File: config.mk
export PLATFORM = sky130hd
export DESIGN_NAME = conv_result_writer
export DESIGN_NICKNAME = d
export VERILOG_FILES = /design/src/rtl/conv_result_writer.sv
export SDC_FILE = /design/constraint.sdc
export NUM_CORES = 1
export LEC_CHECK = 0
export ABC_AREA = 1
export ABC_CLOCK_PERIOD_IN_PS = 3150
export BUFFER_PORTS_ARGS = -buffer_cell sky130_fd_sc_hd__clkbuf_2
export CAP_MARGIN = 20
export CORE_MARGIN = 2
export CORE_UTILIZATION = 40
export CTS_CLUSTER_SIZE = 30
export DETAILED_ROUTE_END_ITERATION = 7
export PLACE_DENSITY_LB_ADDON = 0.15
export SYNTH_ARGS = -nofsm -noshare
export SYNTH_HDL_FRONTEND = slang
export SYNTH_SLANG_ARGS = --single-unit
File: constraint.sdc
create_clock -name clk -period 3.15 [get_ports clk]
set_input_delay 0.7875 -clock clk [delete_from_list [all_inputs] [get_ports clk]]
set_output_delay 0.7875 -clock clk [all_outputs]
set_load 0.03 [all_outputs]
File: src/rtl/conv_result_writer.sv
// Sink end of the 2-D conv result path: saturates each conv result to a pixel and writes it
// into the output image BRAM in raster order, flagging done once the whole frame is stored.
module conv_result_writer #(
  parameter int unsigned IMG_W  = 128,
  parameter int unsigned IMG_H  = 128,
  parameter int unsigned RES_W  = 24,
  parameter int unsigned PIX_W  = 8,
  parameter int unsigned ADDR_W = 14,
  parameter int unsigned SHIFT  = 0,
  parameter int unsigned SKIP   = 0
) (
  input  logic              clk,
  input  logic              rst_n,
  input  logic              start,
  input  logic              done_conv,
  input  logic [RES_W-1:0]  result,
  output logic              we_bram,
  output logic [ADDR_W-1:0] addr_bram,
  output logic [PIX_W-1:0]  din_bram,
  output logic              busy,
  output logic              done,
  output logic [ADDR_W:0]   clip_cnt
);

  localparam int unsigned NPIX = IMG_W * IMG_H;
  localparam logic [ADDR_W-1:0] LAST_IDX = ADDR_W'(NPIX - 1);
  localparam int unsigned SKIP_W = (SKIP > 0) ? $clog2(SKIP + 1) : 1;
  localparam logic [SKIP_W-1:0] SKIP_N = SKIP_W'(SKIP);

  typedef enum logic [1:0] {StIdle, StArmed, StWrite, StDone} state_e;

  state_e state_q, state_d;

  logic                    dc_q;
  logic                    ev;
  logic [SKIP_W-1:0]       skip_q;
  logic [ADDR_W-1:0]       idx_q;
  logic [ADDR_W-1:0]       addr_q;
  logic [PIX_W-1:0]        din_q;
  logic                    clip_flag_q;
  logic [ADDR_W:0]         clip_cnt_q;
  logic signed [RES_W-1:0] shifted;
  logic [PIX_W-1:0]        sat;
  logic                    clip;

  assign ev = done_conv & ~dc_q;

  // Sign bit set -> negative; any bit between PIX_W and the sign bit set -> above max.
  always_comb begin
    shifted = $signed(result) >>> SHIFT;
    sat     = shifted[PIX_W-1:0];
    clip    = 1'b0;
    if (shifted[RES_W-1]) begin
      sat  = '0;
      clip = 1'b1;
    end else if (|shifted[RES_W-2:PIX_W]) begin
      sat  = '1;
      clip = 1'b1;
    end
  end

  always_ff @(posedge clk) begin
    if (!rst_n) begin
      state_q <= StIdle;
    end else begin
      state_q <= state_d;
    end
  end

  always_comb begin
    state_d = state_q;
    if (start) begin
      state_d = StArmed;
    end else begin
      case (state_q)
        StIdle:  state_d = StIdle;
        StArmed: begin
          if (ev && (skip_q == SKIP_N)) state_d = StWrite;
        end
        StWrite: state_d = (idx_q == LAST_IDX) ? StDone : StArmed;
        StDone:  state_d = StDone;
        default: state_d = StIdle;
      endcase
    end
  end

  // A start landing on the write cycle cancels that write.
  always_comb begin
    we_bram = (state_q == StWrite) && !start;
    busy    = (state_q == StArmed) || (state_q == StWrite);
    done    = (state_q == StDone);
  end

  always_ff @(posedge clk) begin
    if (!rst_n) begin
      dc_q        <= 1'b0;
      skip_q      <= '0;
      idx_q       <= '0;
      addr_q      <= '0;
      din_q       <= '0;
      clip_flag_q <= 1'b0;
      clip_cnt_q  <= '0;
    end else begin
      dc_q <= done_conv;
      if (start) begin
        skip_q      <= '0;
        idx_q       <= '0;
        addr_q      <= '0;
        clip_flag_q <= 1'b0;
        clip_cnt_q  <= '0;
      end else begin
        case (state_q)
          StArmed: begin
            if (ev) begin
              if (skip_q != SKIP_N) begin
                skip_q <= skip_q + 1'b1;
              end else begin
                addr_q      <= idx_q;
                din_q       <= sat;
                clip_flag_q <= clip;
              end
            end
          end
          StWrite: begin
            if (idx_q != LAST_IDX) idx_q <= idx_q + 1'b1;
            if (clip_flag_q && !(&clip_cnt_q)) clip_cnt_q <= clip_cnt_q + 1'b1;
          end
          default: begin
          end
        endcase
      end
    end
  end

  assign addr_bram = addr_q;
  assign din_bram  = din_q;
  assign clip_cnt  = clip_cnt_q;

endmodule

After elaboration in Yosys (flattened, before gate mapping)
Index checks and enable logic that the tools add are counted.
Widths: inputs -> output; s select.

storage, ports and cells
  bits in registers = 56

cells by class
  bitwise gates (word level) = 5
  equality and inequality tests = 7
  reductions and logical operators = 15
  muxes and demuxes = 9
  $add $sub $neg = 3

operator list
  cell                   count
  $mux 8                 2
  $add 15x1->15 const B  1
  $reduce_and 15->1      1
  $reduce_or 15->1       1
  $add 14x1->14 const B  1
  $eq 14x14->1 const B   1
  $ne 14x14->1 const B   1
  $pmux 2 s4             1
  $reduce_and 2->1       3
  $eq 2x2->1 const B     2
  $mux 1                 4
  $mux 2                 2
  $not 1->1              4
  $reduce_and 4->1       1
  $logic_and 1x1->1      3
  $ne 3x3->1 const B     1
  $reduce_and 3->1       1
  $eq 2x1->1 const B     1
  $logic_not 1->1        2
  $logic_not 2->1        1
  $ne 2x2->1 const B     1
  $reduce_or 2->1        1
  $add 1x1->1 const B    1
  $and 1x1->1            1
  $logic_or 1x1->1       1

Depth between registers and ports, before layout
  depth after elaboration = 6
  mapped depth = 10
  gate-level depth less buffers = 10

Worst setup path after synthesis
OpenSTA, ideal clock, no wires.

  path type = input port to output port
  from = input port start
  to = output port we_bram
  setup slack = 1.162 ns
  data arrival time = 1.201 ns
  buffers on the path = 0
  cell stages on the path = 1
  cell sequence = nor2_1

between the ends
  cells in the longest elaborated chain, start to end = 2

RTL lines
  item               line  text
  from (decl)        14    input logic start,
  $logic_not 1->1    89    we_bram = (state_q == StWrite) && !start;
  $logic_and 1x1->1  89
  to (decl)          17    output logic we_bram,

Every way passes these cells.

Worst setup path in the final report
  from = register state_q[0]
  to = output port we_bram

between the ends
  cells in the longest elaborated chain, start to end = 2

RTL lines
  item                    line  text
  from (decl)             32    state_e state_q, state_d;
  from (signal assigned)  64    state_q <= StIdle;
  from (signal assigned)  66    state_q <= state_d;
  $eq 2x2->1              89
  $logic_and 1x1->1       89

Every way passes these cells.

==> metrics <==
status complete, no violations; n_diodes 0; instance count of the mapped netlist 412; #FFs+latches synth 55; worst path bufs/invs 3; clock sink count 55; post-CTS setup buffers 0; die height 88.3 µm; DIE AREA 7800 µm²; Max VDD drop 0.266 mV; Setup TNS 0 ns; layout cells sized above 1 0.216; Post-Syn Area 2840 µm²; H-tree levels 2; Relative slew margins 0.587; DRT Wirelength 6.66 mm; HP Class flop to flop; Leak 1.34 nW; CP dominant cell by count inv_1; post-synth cell types 29; Power Density 378 nW/µm²; Net Sw Frac 0.236; Final Hold Viols 0; WP data required 2.36 ns; total number of vias 2751; CP Launch Type flop; crit-path max FO 5; Nets 509; RSZ-0062 raised after global routing false; P_sw 0.000299 W; commonest non-fill, non-tap cell in the layout nand2_1; initial DRC count 79; Final min period 2.21 ns; drt drc 0; clock share of power 0.379; DR WL/cell 11.6 µm; family with the most delay on the worst path buffers and inverters; Boundary Pins 68; initial antenna violation count 0; slowest stage delay, CP 0.35 ns; hold_buf cts 0; Longest Clk Path Bufs 2; # fillers 712; Pwr Total 0.00127 W; Clock Skew 0.0105 ns; Overflow after GRT 0; setup violators final 0; CTS tree done; commonest non-fill, non-tap cells in the layout 132 x nand2_1, 67 x clkbuf_2, 55 x dfxtp_1; FMAX 453 MHz; worst slew pin tran 0.618 ns; number of global-route vias before repair 2468; max_cap viols 0; Area growth syn-to-layout 18.0%; Seq/Total Area, Yosys 0.387; worst path cell trace inv_1, ha_1, inv_1, nor2_1, clkbuf_2; Cell Int Power 0.000970 W; gpl congestion 0.853; Resize count post-CTS 0; Synth Net Count 445; num rows 30; CTS root buffer clkbuf_8; CTS buffer count 5; placed wire-length estimate 4.88 mm; crit path max-delay cell type dfxtp_1; Final ANT Viol Nets 0; Clock transition at path regs 0.10 ns; largest net degree at the start of global routing 30; yosys warns 0; first-pass GRT wire length 11.2 mm; critical path class flop to output pin; drt pass-1 iters 4; Post-Syn Area per Cell 6.90 µm²; Starting Density 0.416; Pins Over Slew Limit 0; die width 88.3 µm; Period Utilization, post-route 0.701; Skew-Pair Late Insertion Delay 0.31 ns; Buffers on Ports 67; Flop pwr share 0.556; Logic pwr share 0.065; CP arrival 1.42 ns; Setup crit end kind output pin; CORE AREA 6830 µm²; Avg Vias per Cell 4.80; GRT Overall Usage 0.177
area by class of cell:
| type | count | area, µm² | share of cell area |
|---|---|---|---|
| repair buffers | 68 | 343 | 0.102 |
| clock buffers | 5 | 68.8 | 0.0205 |
| clock inverters | 3 | 46.3 | 0.0138 |
| multi-input cells | 309 | 1540 | 0.458 |
| well taps | 96 | 120 | 0.0358 |
| flip-flops and latches | 55 | 1100 | 0.328 |
| inverters | 37 | 139 | 0.0414 |
metrics by stage:
step / instance area (µm²) / util / setup WS [ns] / instances / hold WS (ns)
floorplan: 2840 / - / 1.16 / 412 / 0.464
global placement: 3240 / 0.474 / 1.07 / 565 / 0.461
detailed placement: 3240 / 0.474 / 0.973 / 565 / 0.458
CTS: 3350 / 0.491 / 0.906 / 573 / 0.474
global route: 3350 / 0.491 / 0.837 / 573 / 0.493
finish: 3350 / 0.491 / 0.941 / 573 / 0.473
flip-flops by register name, summed over array words and instances (netlist names):
signal       flops
dc_q             1
addr_bram       14
clip_cnt        15
clip_flag_q      1
din_bram         8
state_q          2
idx_q           14
cells in the mapped netlist:
master | number | share of area
a21boi_0 | 1 | 0.0026
a21oi_1 | 38 | 0.067
a21oi_2 | 9 | 0.028
a31oi_1 | 1 | 0.0022
buf_2 | 8 | 0.014
buf_6 | 2 | 0.0079
clkbuf_1 | 1 | 0.0013
dfxtp_1 | 55 | 0.39
ha_1 | 5 | 0.022
inv_1 | 33 | 0.044
inv_2 | 4 | 0.0053
nand2_1 | 132 | 0.17
nand2_2 | 2 | 0.0044
nand2_4 | 3 | 0.012
nand3_1 | 19 | 0.033
nand3_2 | 1 | 0.0035
nand3b_1 | 9 | 0.024
nand4_1 | 10 | 0.022
nor2_1 | 43 | 0.057
nor2_2 | 2 | 0.0044
nor2_4 | 3 | 0.012
nor3_1 | 1 | 0.0018
nor3_2 | 2 | 0.0070
o211ai_1 | 2 | 0.0053
o21ai_0 | 15 | 0.026
or2_1 | 1 | 0.0022
or2_2 | 1 | 0.0022
xnor2_1 | 4 | 0.012
xor2_1 | 5 | 0.015
path summary, 6_finish.rpt:
kind | slack (ns) | start | to | cells past startpoint
worst max-delay path | 0.94 | state_q[0] | we_bram | 5
worst min-delay path | 0.47 | addr_bram[2] | addr_bram[2] | 2
worst max register to register | 1.29 | state_q[1] | din_bram[2] | 7
worst min register to register | 0.47 | addr_bram[2] | addr_bram[2] | 2
worst min-delay path, delay by kind of cell (launching register included):
family          cells  cell delay (ns)
compound gates      1             0.05
flops               1             0.33
simple gates        1             0.06
cell families (layout without fill, tap and decap cells):
| family | after synthesis | in the layout | share of synthesized area |
|---|---|---|---|
| simple gates | 229 | 229 | 0.360 |
| compound gates | 66 | 66 | 0.131 |
| xor+xnor | 9 | 9 | 0.0277 |
| flops | 55 | 55 | 0.387 |
| buf+inv | 48 | 113 | 0.0722 |
| fa+ha+maj | 5 | 5 | 0.0220 |
power groups by stage:
stage	combinational, W	sequential, W	clock, W
2_1_floorplan	0.0000464	0.000729	0
3_3_place_gp	0.0000828	0.000722	0
3_5_place_dp	0.0000836	0.000722	0
4_1_cts	0.0000839	0.000706	0.000500
5_1_grt	0.0000912	0.000707	0.000531
6_report	0.0000827	0.000706	0.000481
metal layers:
layer / vias to the layer above / global-route usage / share of wire
li1: 1451 / - / -
met1: 1246 / 0.224 / 0.49
met2: 44 / 0.302 / 0.47
met3: 10 / 0.0354 / 0.031
met4: 0 / 0.0606 / 0.019
met5: - / 0 / 0
(Power assumes the default switching activity.)
